File: src/rtl/ssp_uart_top.sv
// Register-mapped 8N1 UART behind an SSP-style slave register port.
// Each direction has its own FIFO, and the line side supports RS-232 or RS-485.
module ssp_uart_top #(
    parameter int unsigned FIFO_DEPTH = 8,
    parameter int unsigned DATA_W     = 12
) (
    input  logic              Clk,
    input  logic              Rst,
    input  logic              SSP_SCK,
    input  logic              SSP_SSEL,
    input  logic [2:0]        SSP_RA,
    input  logic              SSP_WnR,
    input  logic              SSP_En,
    input  logic              SSP_EOC,
    input  logic [DATA_W-1:0] SSP_DI,
    output logic [DATA_W-1:0] SSP_DO,
    input  logic              RxD_232,
    input  logic              xCTS,
    input  logic              RxD_485,
    output logic              TxD_232,
    output logic              xRTS,
    output logic              TxD_485,
    output logic              xDE,
    output logic              IRQ
);

    localparam int unsigned PTR_W = $clog2(FIFO_DEPTH);
    localparam int unsigned CNT_W = PTR_W + 1;

    typedef enum logic [1:0] {RX_IDLE, RX_START, RX_DATA, RX_STOP} rx_state_t;

    // The serial clock is not needed: all register accesses are timed by Clk and SSP_EOC.
    logic unused_sck;
    assign unused_sck = SSP_SCK;

    // Register access decode
    logic sel, commit, wr_ucr, wr_tdr, wr_spr, rd_rdr, tfc, rfc;
    assign sel    = SSP_SSEL & SSP_En;
    assign commit = sel & SSP_EOC;
    assign wr_ucr = commit &  SSP_WnR & (SSP_RA == 3'd0);
    assign wr_tdr = commit &  SSP_WnR & (SSP_RA == 3'd2);
    assign wr_spr = commit &  SSP_WnR & (SSP_RA == 3'd4);
    assign rd_rdr = commit & ~SSP_WnR & (SSP_RA == 3'd3);
    assign tfc    = wr_ucr & SSP_DI[11];
    assign rfc    = wr_ucr & SSP_DI[10];

    logic              md, hs, tie, rie;
    logic [DATA_W-1:0] spr;

    always_ff @(posedge Clk) begin
        if (!Rst) begin
            md  <= 1'b0;
            hs  <= 1'b0;
            tie <= 1'b0;
            rie <= 1'b0;
            spr <= '0;
        end else begin
            if (wr_ucr) begin
                md  <= SSP_DI[9];
                hs  <= SSP_DI[8];
                tie <= SSP_DI[7];
                rie <= SSP_DI[6];
            end
            if (wr_spr) spr <= SSP_DI;
        end
    end

    // Transmit FIFO
    logic [7:0]       tx_mem [FIFO_DEPTH];
    logic [PTR_W-1:0] tx_wr, tx_rd;
    logic [CNT_W-1:0] tx_cnt;
    logic             tx_full, tx_push, tx_pop;
    logic [7:0]       tx_head;

    assign tx_full = (tx_cnt == CNT_W'(FIFO_DEPTH));
    assign tx_push = wr_tdr & ~tx_full;
    assign tx_head = tx_mem[tx_rd];

    always_ff @(posedge Clk) begin
        if (!Rst) begin
            tx_wr  <= '0;
            tx_rd  <= '0;
            tx_cnt <= '0;
        end else if (tfc) begin
            tx_wr  <= '0;
            tx_rd  <= '0;
            tx_cnt <= '0;
        end else begin
            if (tx_push) begin
                tx_mem[tx_wr] <= SSP_DI[7:0];
                tx_wr         <= tx_wr + PTR_W'(1);
            end
            if (tx_pop) tx_rd <= tx_rd + PTR_W'(1);
            case ({tx_push, tx_pop})
                2'b10:   tx_cnt <= tx_cnt + CNT_W'(1);
                2'b01:   tx_cnt <= tx_cnt - CNT_W'(1);
                default: tx_cnt <= tx_cnt;
            endcase
        end
    end

    // Receive FIFO
    logic [7:0]       rx_mem [FIFO_DEPTH];
    logic [PTR_W-1:0] rx_wr, rx_rd;
    logic [CNT_W-1:0] rx_cnt;
    logic             rx_full, rx_empty, rx_push, rx_pop, rx_done, rov;
    logic [7:0]       rx_sh;

    assign rx_full  = (rx_cnt == CNT_W'(FIFO_DEPTH));
    assign rx_empty = (rx_cnt == '0);
    assign rx_push  = rx_done & ~rx_full;
    assign rx_pop   = rd_rdr & ~rx_empty;

    always_ff @(posedge Clk) begin
        if (!Rst) begin
            rx_wr  <= '0;
            rx_rd  <= '0;
            rx_cnt <= '0;
            rov    <= 1'b0;
        end else if (rfc) begin
            rx_wr  <= '0;
            rx_rd  <= '0;
            rx_cnt <= '0;
            rov    <= 1'b0;
        end else begin
            if (rx_push) begin
                rx_mem[rx_wr] <= rx_sh;
                rx_wr         <= rx_wr + PTR_W'(1);
            end
            if (rx_done & rx_full) rov <= 1'b1;
            if (rx_pop) rx_rd <= rx_rd + PTR_W'(1);
            case ({rx_push, rx_pop})
                2'b10:   rx_cnt <= rx_cnt + CNT_W'(1);
                2'b01:   rx_cnt <= rx_cnt - CNT_W'(1);
                default: rx_cnt <= rx_cnt;
            endcase
        end
    end

    // Transmitter: the next frame loads on the last cycle of the stop bit, so there is no idle gap
    logic              tx_busy, tx_end;
    logic [9:0]        tx_shift;
    logic [3:0]        tx_idx;
    logic [DATA_W-1:0] tx_baud;

    assign tx_end = tx_busy & (tx_baud >= spr) & (tx_idx == 4'd9);
    assign tx_pop = (tx_cnt != '0) & (~hs | ~xCTS) & (~tx_busy | tx_end);

    always_ff @(posedge Clk) begin
        if (!Rst) begin
            tx_busy  <= 1'b0;
            tx_shift <= '1;
            tx_idx   <= '0;
            tx_baud  <= '0;
        end else if (tx_pop) begin
            tx_busy  <= 1'b1;
            tx_shift <= {1'b1, tx_head, 1'b0};
            tx_idx   <= '0;
            tx_baud  <= '0;
        end else if (tx_busy) begin
            if (tx_baud >= spr) begin
                tx_baud  <= '0;
                tx_shift <= {1'b1, tx_shift[9:1]};
                if (tx_idx == 4'd9) tx_busy <= 1'b0;
                else                tx_idx  <= tx_idx + 4'd1;
            end else begin
                tx_baud <= tx_baud + DATA_W'(1);
            end
        end
    end

    // Receiver: 2-flop synchroniser plus one history flop for falling-edge detection
    rx_state_t         rx_state;
    logic              rx_s1, rx_s2, rx_s3;
    logic [2:0]        rx_idx;
    logic [DATA_W-1:0] rx_baud;

    assign rx_done = (rx_state == RX_STOP) & (rx_baud >= spr) & rx_s2;

    always_ff @(posedge Clk) begin
        if (!Rst) begin
            rx_s1    <= 1'b1;
            rx_s2    <= 1'b1;
            rx_s3    <= 1'b1;
            rx_state <= RX_IDLE;
            rx_idx   <= '0;
            rx_baud  <= '0;
            rx_sh    <= '0;
        end else begin
            rx_s1 <= md ? RxD_485 : RxD_232;
            rx_s2 <= rx_s1;
            rx_s3 <= rx_s2;
            case (rx_state)
                RX_IDLE: begin
                    rx_baud <= '0;
                    if (~rx_s2 & rx_s3) rx_state <= RX_START;
                end
                RX_START: begin
                    if (rx_baud >= (spr >> 1)) begin
                        rx_baud  <= '0;
                        rx_idx   <= '0;
                        rx_state <= rx_s2 ? RX_IDLE : RX_DATA;
                    end else begin
                        rx_baud <= rx_baud + DATA_W'(1);
                    end
                end
                RX_DATA: begin
                    if (rx_baud >= spr) begin
                        rx_baud <= '0;
                        rx_sh   <= {rx_s2, rx_sh[7:1]};
                        rx_idx  <= rx_idx + 3'd1;
                        if (rx_idx == 3'd7) rx_state <= RX_STOP;
                    end else begin
                        rx_baud <= rx_baud + DATA_W'(1);
                    end
                end
                RX_STOP: begin
                    if (rx_baud >= spr) begin
                        rx_baud  <= '0;
                        rx_state <= RX_IDLE;
                    end else begin
                        rx_baud <= rx_baud + DATA_W'(1);
                    end
                end
                default: rx_state <= RX_IDLE;
            endcase
        end
    end

    // Registered line-side outputs; the inactive pin idles high
    always_ff @(posedge Clk) begin
        if (!Rst) begin
            TxD_232 <= 1'b1;
            TxD_485 <= 1'b1;
            xDE     <= 1'b0;
            xRTS    <= 1'b0;
            IRQ     <= 1'b0;
        end else begin
            TxD_232 <= md ? 1'b1 : tx_shift[0];
            TxD_485 <= md ? tx_shift[0] : 1'b1;
            xDE     <= md & tx_busy;
            xRTS    <= hs & rx_full;
            IRQ     <= (rie & ~rx_empty) | (tie & (tx_cnt == '0) & ~tx_busy);
        end
    end

    logic [11:0] usr, rdr;
    assign usr = {4'(rx_cnt), 4'(tx_cnt), rov, tx_busy, tx_full, ~rx_empty};
    assign rdr = rx_empty ? 12'h000 : {4'h0, rx_mem[rx_rd]};

    always_comb begin
        SSP_DO = '0;
        if (sel) begin
            case (SSP_RA)
                3'd0:    SSP_DO = DATA_W'({2'b00, md, hs, tie, rie, 6'b000000});
                3'd1:    SSP_DO = DATA_W'(usr);
                3'd3:    SSP_DO = DATA_W'(rdr);
                3'd4:    SSP_DO = spr;
                default: SSP_DO = '0;
            endcase
        end
    end

endmodule

File: config.mk
export PLATFORM = sky130hd
export DESIGN_NAME = ssp_uart_top
export DESIGN_NICKNAME = d
export VERILOG_FILES = /design/src/rtl/ssp_uart_top.sv
export SDC_FILE = /design/constraint.sdc
export NUM_CORES = 1
export LEC_CHECK = 0
export ABC_AREA = 1
export ABC_CLOCK_PERIOD_IN_PS = 2800
export BUFFER_PORTS_ARGS = -buffer_cell sky130_fd_sc_hd__buf_2
export CAP_MARGIN = 5
export CORE_MARGIN = 1
export CORE_UTILIZATION = 45
export CTS_CLUSTER_SIZE = 12
export DETAILED_ROUTE_END_ITERATION = 6
export SYNTH_ARGS = -nofsm -noshare
export SYNTH_HDL_FRONTEND = slang
export SYNTH_SLANG_ARGS = --single-unit
File: constraint.sdc
create_clock -name Clk -period 2.8 [get_ports Clk]
set_input_delay 0.28 -clock Clk [delete_from_list [all_inputs] [get_ports Clk]]
set_output_delay 0.28 -clock Clk [all_outputs]
set_load 0.02 [all_outputs]
==> reports/metrics.csv, run 1 <==
stage;metric;value;unit
clock_network;Worst-path clk slew;60;ps
pwr;Reg power frac;44.6;%
pwr;Max IR drop VDD;511;uV
place;GPL Wtd Cong;0.842;
global_routing;pin count of the biggest net entering global routing;33;
setup_path;WS Path Type;register to output pin;
yosys;largest cells by area after synthesis;edfxtp_1 36%, dfxtp_1 19%, nand2_1 8.0%, ha_1 5.9%, nand3_1 4.9%;
layout;Final Util;52.3;%
layout;share of cells above drive strength 1;14.6;%
sta;Period Utilization, post-route;92.4;%
layout;fillers;2163;
setup_path;Worst Setup Start Kind;register;
global_routing;initial antenna violation count;0;
pwr;PwrDens;728;mW/mm^2
drt;average wire per standard cell;15.7;microns
status;status;completed;
yosys;asr flop ratio synth;0;%
die;core area;0.0234;sq mm
pwr;Sw Share;30.0;%
clock_network;Skew-Pair Late Insertion Delay;530;ps
drt;Via density;5.08;
layout;Multi-input gate area;0.00423;sq mm
die;Die H;156;microns
layout;Area Growth Syn to Fin;14.1;%
drt;drt pass-1 iters;5;
die;Rows;56;
clock_network;clock root buffer;clkbuf_16;
die;Die W;156;microns
pwr;Pint;6.23;mW
layout;register area;0.00589;sq mm
place;IO Port Bufs;40;
worst_hold_path;hold crit path type;input port to register;
sta;Fmax;387;MHz
sta;Rel. slew slack;29.6;%
sta;worst slew pin tran;1060;ps
yosys;register area share after synthesis;54.9;%
yosys;Synth Flop Type;edfxtp_1;
global_routing;GRT Total Usage;20.4;%
sta;RSZ-0062 raised after global routing;no;
yosys;Cells after Synth;1148;
clock_network;CTS buffer count;25;
global_routing;vias in the first global route;7356;
yosys;synth warn;0;
setup_path;CP Max Fanout;8;
yosys;Yosys top cell by area;edfxtp_1;
die;Die Area;0.0245;sq mm
pwr;clock share of power;35.4;%
layout;nets@finish;1290;
setup_path;kind of end point of the critical path;output pin;
sta;crit path setup slack, layout;213;ps
clock_network;Max Buffers Root-to-Sink;3;
pwr;LEAKAGE;4.85;nW
global_routing;first-pass GRT wire length;38.7;mm
yosys;Synth top area share;35.8;%
yosys;Synth cell types;50;
drt;Vias;7876;
drt;DRT Wirelength;24.3;mm
layout;ant diodes;0;
yosys;cell with the most instances after synthesis;nand2_1;
job;MaxCap Viol Count;0;
yosys;Mapped Area;0.0107;sq mm
sta;Finish-stage setup viols;0;
drt;DRC viols;0;
place;Post-Place Setup Slack;85.7;ps
sta;Final Max Slew Viols;0;
drt;antenna-violating nets left;0;
die;Initial Util;45.8;%
die;I/O Pins;42;
clock_network;CTS Sinks;230;
yosys;Post-synth EDFFs;128;
clock_network;H-tree levels;1;
setup_path;Critical Path AT;2310;ps
pwr;Net Sw Power;2.67;mW
clock_network;clock tree from TritonCTS;yes;
drt;DRT iter0 DRCs;414;
global_routing;GRT Residual Overflow;0;
yosys;top cells by count, synth;229 x nand2_1, 128 x edfxtp_1, 111 x nor2_1, 106 x nand3_1, 103 x inv_1;
setup_path;CP Data Required Time;2520;ps
yosys;mean post-synth cell area;9.34;sq um
sta;Setup TNS;0;ps
sta;clk_skew;18.7;ps
yosys;syn_nets;1224;
sta;Fin. Hold Viols;0;
place;post-DP HPWL;16.8;mm
yosys;Seq cells post-synth;230;
pwr;Comb power frac;19.9;%
sta;Final min period;2590;ps
## cell usage in the layout (no fill, tap or decap), types with 6 or more instances in the layout
| cell | count |
|---|---|
| ha_1 | 49 |
| clkbuf_1 | 10 |
| a21oi_1 | 59 |
| buf_2 | 40 |
| nand3_1 | 106 |
| nor2_2 | 8 |
| nor2_1 | 111 |
| inv_1 | 100 |
| dfxtp_1 | 101 |
| inv_2 | 15 |
| nand2_2 | 8 |
| edfxtp_1 | 128 |
| xnor2_1 | 6 |
| o21ai_0 | 70 |
| xor2_1 | 14 |
| nor3_1 | 18 |
| clkbuf_16 | 25 |
| buf_4 | 33 |
| o221ai_1 | 12 |
| nand2_1 | 229 |
## critical path, cell delays in order, from the launching register on
cell	delay (ps)
dfxtp_1	480
nor2_1	100
nand3_1	140
nand3_1	100
inv_2	200
o211ai_1	210
a31oi_1	310
buf_2	230
## timing repair
item                                    in CTS  in global routing
gates resized for setup                      0                 12
endpoints found under the setup margin       0                  7
hold endpoints to repair                     1                  0
setup buffers                                0                  0
hold buffers                                 2                  0
## logic make-up (layout without fill, tap and decap cells)
group | count (synthesis) | in the layout | share of synthesized area, %
and+or+nand+nor | 515 | 515 | 22.0
DFF | 230 | 230 | 54.9
adders and majority gates | 51 | 51 | 5.95
buffers and inverters | 156 | 240 | 6.09
AOI/OAI and AO/OA | 174 | 174 | 9.32
xor gates and xnor gates | 22 | 22 | 1.80
## final timing paths
path | end | startpoint | cells past startpoint | slack (ps)
setup / recovery | SSP_DO[5] | rx_cnt[1] | 7 | 210
hold / removal | spr[10] | SSP_DI[10] | 3 | 50
setup reg to reg | tx_cnt[2] | spr[6] | 18 | 230
hold reg to reg | rx_s2 | rx_s1 | 1 | 420
## cell type report
| cell class | instances | area share [%] |
|---|---|---|
| tap | 319 | 3.26 |
| clock buffer | 36 | 5.53 |
| multi-input combinational | 762 | 34.6 |
| sequential | 230 | 48.1 |
| timing repair buffer | 76 | 3.99 |
| inverter | 119 | 3.71 |
| clock inverter | 9 | 0.808 |
## through the flow
stage | total power [mW] | cells | instance area, sq um | hold slack, ps
final | 8.91 | 1551 | 12200 | 49.4
after CTS | 8.94 | 1551 | 12200 | 43.5
after global routing | 9.35 | 1551 | 12200 | 58.0
after global placement | 5.76 | 1504 | 11400 | 395
after detailed placement | 5.79 | 1504 | 11400 | 398
after floorplan | 5.36 | 1148 | 10700 | 379
## power by group through the flow
stage          sequential [mW]  combinational (mW)  clock (mW)
2_1_floorplan             3.97                1.40           0
3_3_place_gp              4.04                1.72           0
3_5_place_dp              4.04                1.75           0
4_1_cts                   3.97                1.76        3.21
5_1_grt                   4.00                2.02        3.33
6_report                  3.97                1.77        3.16
## flip-flops by register name, indices dropped and copies added (netlist names), 8 cells and up, named ones only
register / flops
rx_sh: 8
rx_mem: 64
tx_mem: 64
tx_baud: 12
spr: 12
tx_shift: 9
rx_baud: 12
## metal layers
layer / wire length (microns) / track usage [%] / vias to the layer above
li1: - / - / 4024
met1: 11500 / 28.2 / 3681
met2: 11400 / 33.5 / 135
met3: 1010 / 2.74 / 36
met4: 461 / 5.98 / 0
met5: 0 / 0 / -
No activity file was read; power rests on OpenSTA's default activity.
==> inputs of run 2 (changes only) <==
--- a/config.mk
+++ b/config.mk
@@ -6,7 +6,7 @@
 export NUM_CORES = 1
 export LEC_CHECK = 0
 export ABC_AREA = 1
-export ABC_CLOCK_PERIOD_IN_PS = 2800
+export ABC_CLOCK_PERIOD_IN_PS = 3100
 export BUFFER_PORTS_ARGS = -buffer_cell sky130_fd_sc_hd__buf_2
 export CAP_MARGIN = 5
 export CORE_MARGIN = 1
==> constraint.sdc (replaced) <==
create_clock -name Clk -period 3.1 [get_ports Clk]
set_input_delay 0.31 -clock Clk [delete_from_list [all_inputs] [get_ports Clk]]
set_output_delay 0.31 -clock Clk [all_outputs]
set_load 0.02 [all_outputs]
==> run 2 against run 1 <==
Wire length rose by 1.7%. Worst setup slack better by 48 ps. Register-to-register slack better by 150 ps. Power fell by 10%. Final area is 0.76% lower. Critical path depth did not move. Combinational power fell by 12%. Die area stayed put. First-iteration DRC count increased by 28%. Critical path type unchanged. Highest routed layer unchanged.
==> reports/metrics.csv, run 2 (synthesis results as in run 1) <==
stage;metric;value;unit
layout;share of cells above drive strength 1;13.6;%
sta;Period Utilization, post-route;91.6;%
layout;commonest cells after routing, fill and taps aside;229 x nand2_1, 128 x edfxtp_1, 111 x nor2_1, 106 x nand3_1, 103 x inv_1;
layout;Multi-input gate area;0.00420;sq mm
setup_path;worst path bufs/invs;3;
die;Die W;156;microns
clock_network;Worst-path clk slew;60;ps
place;post-DP HPWL;17.0;mm
pwr;PwrDens;657;mW/mm^2
setup_path;CP Max Fanout;32;
die;Rows;56;
setup_path;CP Data Required Time;2790;ps
global_routing;pin count of the biggest net entering global routing;33;
setup_path;launching point of the worst reg2reg path;spr[9];
drt;average wire per standard cell;16.0;microns
setup_path;Worst Setup Start Kind;register;
layout;nets@finish;1285;
setup_path;CP cell instances;inv_1, buf_4, o21ai_0, o22ai_1, o211ai_1, a31oi_1, buf_2;
clock_network;clock root buffer;clkbuf_16;
drt;DRC viols;0;
sta;Finish-stage setup viols;0;
clock_network;CTS buffer count;25;
clock_network;H-tree levels;1;
global_routing;GRT Residual Overflow;0;
setup_path;path depth of the worst reg2reg path;16;
layout;Area Growth Syn to Fin;13.2;%
worst_hold_path;Hold Crit Start;SSP_DI[10];
setup_path;WS Path Type;register to output pin;
die;I/O Pins;42;
die;Die H;156;microns
clock_network;clock tree from TritonCTS;yes;
global_routing;first-pass GRT wire length;39.5;mm
layout;commonest non-fill, non-tap cell in the layout;nand2_1;
clock_network;CTS Sinks;230;
die;Initial Util;45.8;%
sta;Fmax;352;MHz
pwr;Max IR drop VDD;597;uV
setup_path;r2r endpoint;tx_cnt[2];
global_routing;initial antenna violation count;0;
drt;antenna-violating nets left;0;
job;MaxCap Viol Count;0;
setup_path;Critical Path Stages;7;
sta;worst slew pin tran;598;ps
drt;Via density;5.16;
layout;register area;0.00589;sq mm
setup_path;Critical Path AT;2530;ps
layout;ant diodes;0;
drt;Vias;7981;
worst_hold_path;hold crit path type;input port to register;
sta;Setup TNS;0;ps
sta;Fin. Hold Viols;0;
setup_path;flop-to-flop setup slack;380;ps
global_routing;vias in the first global route;7440;
setup_path;kind of end point of the critical path;output pin;
drt;DRT iter0 DRCs;530;
drt;DRT Wirelength;24.7;mm
setup_path;Top delay family on crit path;compound AO/OA/AOI/OAI gates;
die;core area;0.0234;sq mm
worst_hold_path;Worst Hold Path EP;spr[10];
die;Die Area;0.0245;sq mm
sta;Final min period;2840;ps
clock_network;post-CTS setup buffers;0;
setup_path;CP max stage delay;640;ps
drt;drt pass-1 iters;5;
layout;fillers;2191;
setup_path;Crit-path slowest cell;dfxtp_1;
sta;clk_skew;32.4;ps
place;GPL Wtd Cong;0.840;
sta;Rel. slew slack;60.1;%
sta;Final Max Slew Viols;0;
worst_hold_path;Hold Path Depth;3;
global_routing;GRT Total Usage;20.8;%
layout;Largest regs;rx_mem (64), tx_mem (64);
status;status;completed;
sta;RSZ-0062 raised after global routing;no;
clock_network;Skew-Pair Late Insertion Delay;530;ps
place;IO Port Bufs;40;
pwr;LEAKAGE;4.81;nW
clock_network;Max Buffers Root-to-Sink;3;
pwr;Tot Pwr;7.98;mW
-- run 2: per-layer routing --
| layer | share of wire [%] | GRT usage (%) |
|---|---|---|
| met5 | 0 | 0 |
| met2 | 46 | 33.8 |
| met1 | 47 | 29.3 |
| met3 | 5.1 | 2.33 |
| met4 | 2.4 | 5.79 |
-- run 2: area by class of cell --
cell class                      count  area share (%)
Clock buffer                       36            5.49
Inverter                          119            3.74
Clock inverter                     10           0.824
Sequential cell                   230            48.5
Timing Repair Buffer               71            3.61
Multi-Input combinational cell    762            34.6
Tap cell                          319            3.29
-- run 2: worst register-to-register path, delay by kind of cell (launching register included) --
kind	cells	cell delay, ps
compound gates	4	570
xor+xnor	2	270
fa+ha+maj	3	740
buf+inv	2	280
flops	1	290
simple gates	5	490
-- run 2: power by group --
part / internal, mW / switching [mW] / total (mW) / leakage (nW)
sequential: 3.42 / 0.173 / 3.59 / 2.00
combinational: 0.509 / 1.06 / 1.56 / 2.45
clock: 1.66 / 1.16 / 2.82 / 0.374
-- run 2: per-stage QoR --
| step | cells | hold WS, ps | utilization (%) | worst slack, ps | instance area (sq um) |
|---|---|---|---|---|---|
| detailed placement | 1499 | 401 | 48.5 | 348 | 11300 |
| CTS | 1547 | 78.5 | 51.9 | 254 | 12100 |
| global placement | 1499 | 397 | 48.5 | 402 | 11300 |
| global route | 1547 | 104 | 51.9 | 52.9 | 12100 |
| floorplan | 1148 | 393 | - | 563 | 10700 |
| finish | 1547 | 74.2 | 51.9 | 261 | 12100 |
-- run 2: worst max path at each step --
stage          slack [ps]           end
6_report              260     SSP_DO[5]
5_1_grt                50     tx_cnt[2]
4_1_cts               250     SSP_DO[5]
3_5_place_dp          350     tx_cnt[2]
3_3_place_gp          400     tx_cnt[2]
2_1_floorplan         560  rx_mem[7][0]
-- run 2: what timing repair did --
item                                    CTS  global route
endpoints found under the setup margin    0             1
endpoints found under the hold margin     1             0
resized for setup                         0             1
hold buffers                              2             0
==> inputs of run 3 (changes only) <==
==> constraint.sdc (replaced) <==
create_clock -name Clk -period 3.1 [get_ports Clk]
set_input_delay 0.62 -clock Clk [delete_from_list [all_inputs] [get_ports Clk]]
set_output_delay 0.62 -clock Clk [all_outputs]
set_load 0.02 [all_outputs]
==> run 3 against run 2 <==
Power grew 0.45%. Fmax decreased by 2.6%. Die area did not move. Via count is 2.1% lower. Non-clock buffer count fell by 2. Combinational power about the same. Cell count decreased by 0.26%. Global-route usage down 0.075 points. Clock skew down 22 ps. Flip-flop and latch count stayed put. Worst setup slack got worse by 75 ps. Sequential power about the same. Highest routed layer unchanged.
==> reports/metrics.csv, run 3 (synthesis results as in run 1) <==
stage;metric;value;unit
status;status;completed;
die;Die W;156;microns
layout;Area Growth Syn to Fin;13.2;%
setup_path;kind of end point of the critical path;output pin;
die;I/O Pins;42;
sta;clk_skew;10.4;ps
pwr;PwrDens;660;mW/mm^2
die;Initial Util;45.8;%
layout;nets@finish;1283;
clock_network;Worst-path clk slew;60;ps
layout;commonest cells after routing, fill and taps aside;229 x nand2_1, 128 x edfxtp_1, 111 x nor2_1, 106 x nand3_1;
job;MaxCap Viol Count;0;
clock_network;Skew-Pair Late Insertion Delay;510;ps
sta;Fmax;343;MHz
setup_path;Critical Path AT;2290;ps
setup_path;r2r endpoint;tx_cnt[2];
layout;commonest non-fill, non-tap cell in the layout;nand2_1;
clock_network;post_cts resized;0;
clock_network;CTS buffer count;25;
die;Die Area;0.0245;sq mm
worst_hold_path;Hold Crit Start;RxD_232;
setup_path;Worst Setup Start Kind;register;
global_routing;vias in the first global route;7371;
place;IO Port Bufs;40;
global_routing;initial antenna violation count;0;
sta;Final min period;2910;ps
sta;Finish-stage setup viols;0;
global_routing;met1 GRT Util;29.2;%
setup_path;CP Max Fanout;10;
global_routing;GRT Total Usage;20.7;%
worst_hold_path;Worst Hold Path EP;rx_s1;
global_routing;first-pass GRT wire length;39.3;mm
sta;Final Max Slew Viols;0;
drt;DRT iter0 DRCs;484;
setup_path;WS Path Type;register to output pin;
clock_network;Hold-fix buffers, CTS;0;
drt;DRT Wirelength;24.4;mm
layout;share of cells above drive strength 1;13.7;%
clock_network;Max Buffers Root-to-Sink;3;
layout;Largest regs;rx_mem (64), tx_mem (64);
clock_network;CTS Sinks;230;
clock_network;H-tree levels;1;
clock_network;post-CTS setup buffers;0;
drt;antenna-violating nets left;0;
worst_hold_path;Hold Path Depth;3;
sta;RSZ-0062 raised after global routing;no;
global_routing;pin count of the biggest net entering global routing;33;
sta;Setup TNS;0;ps
layout;Final Util;51.9;%
die;Die H;156;microns
sta;Period Utilization, post-route;94.0;%
clock_network;clock tree from TritonCTS;yes;
drt;average wire per standard cell;15.8;microns
die;core area;0.0234;sq mm
die;Rows;56;
setup_path;path depth of the worst reg2reg path;18;
sta;Rel. slew slack;31.9;%
sta;Fin. Hold Viols;0;
place;post-DP HPWL;16.7;mm
worst_hold_path;hold crit path type;input port to register;
pwr;Max IR drop VDD;396;uV
pwr;LEAKAGE;4.82;nW
setup_path;CP Data Required Time;2480;ps
drt;drt pass-1 iters;7;
clock_network;clock root buffer;clkbuf_16;
place;GPL Wtd Cong;0.841;
global_routing;M3 GR Usage;2.58;%
global_routing;gr busiest metal;met2;
drt;DRC viols;0;
setup_path;flop-to-flop setup slack;350;ps
setup_path;launching point of the worst reg2reg path;spr[11];
drt;Via density;5.06;
drt;Vias;7815;
global_routing;met2 usage;33.5;%
global_routing;GRT Residual Overflow;0;
sta;worst slew pin tran;1020;ps
layout;ant diodes;0;
[run 3: cell count changes in the layout (fill, tap and decap cells not counted), sizes merged]
cell         delta
clkbuf          -1
clkinvlp        +1
dlygate4sd3     -2
inv             -2
[run 3: stage by stage]
stage                     hold WS, ps  area [sq um]  std cells  total power, mW  setup slack, ps
after floorplan                   393         10700       1148             4.84              536
after global placement            408         11300       1499             5.19              394
after detailed placement          417         11300       1499             5.21              337
after CTS                         289         12100       1543             8.09             62.6
after global routing              302         12100       1543             8.47             18.6
final                             309         12100       1543             8.01              186
[run 3: critical path, cell delays in order, from the launching register on]
cell and delay [ps]:
dfxtp_1 540, buf_4 240, o21ai_0 90, o221ai_1 230
nand3_1 170, a31oi_1 280, buf_2 230
[run 3: final cells by class]
type	instances	area, sq um
clock inverters	9	88.8
fillers	2187	11300
inverters	119	458
well taps	319	399
repair buffers	69	418
clock buffers	35	703
multi-input cells	762	4190
flip-flops and latches	230	5890
[run 3: routing by layer]
| metal | vias up | wire length [microns] | share of wire, % |
|---|---|---|---|
| li1 | 3996 | - | - |
| met1 | 3658 | 11600 | 47 |
| met2 | 125 | 11500 | 47 |
| met3 | 36 | 865 | 3.5 |
| met4 | 0 | 503 | 2.1 |
| met5 | - | 0 | 0 |
[run 3: how the worst max path moves through the flow]
stage                         to     start
floorplan           rx_mem[7][0]  SSP_SSEL
global placement       tx_cnt[2]   spr[11]
detailed placement     tx_cnt[2]   spr[11]
CTS                    SSP_DO[0]  register
global route           SSP_DO[5]  register
finish                 SSP_DO[2]  register
[run 3: power breakdown]
group	switching [mW]	total [mW]	internal (mW)
Clock	1.14	2.87	1.73
Sequential	0.172	3.59	3.42
Combinational	1.05	1.55	0.501
Total	2.36	8.01	5.65
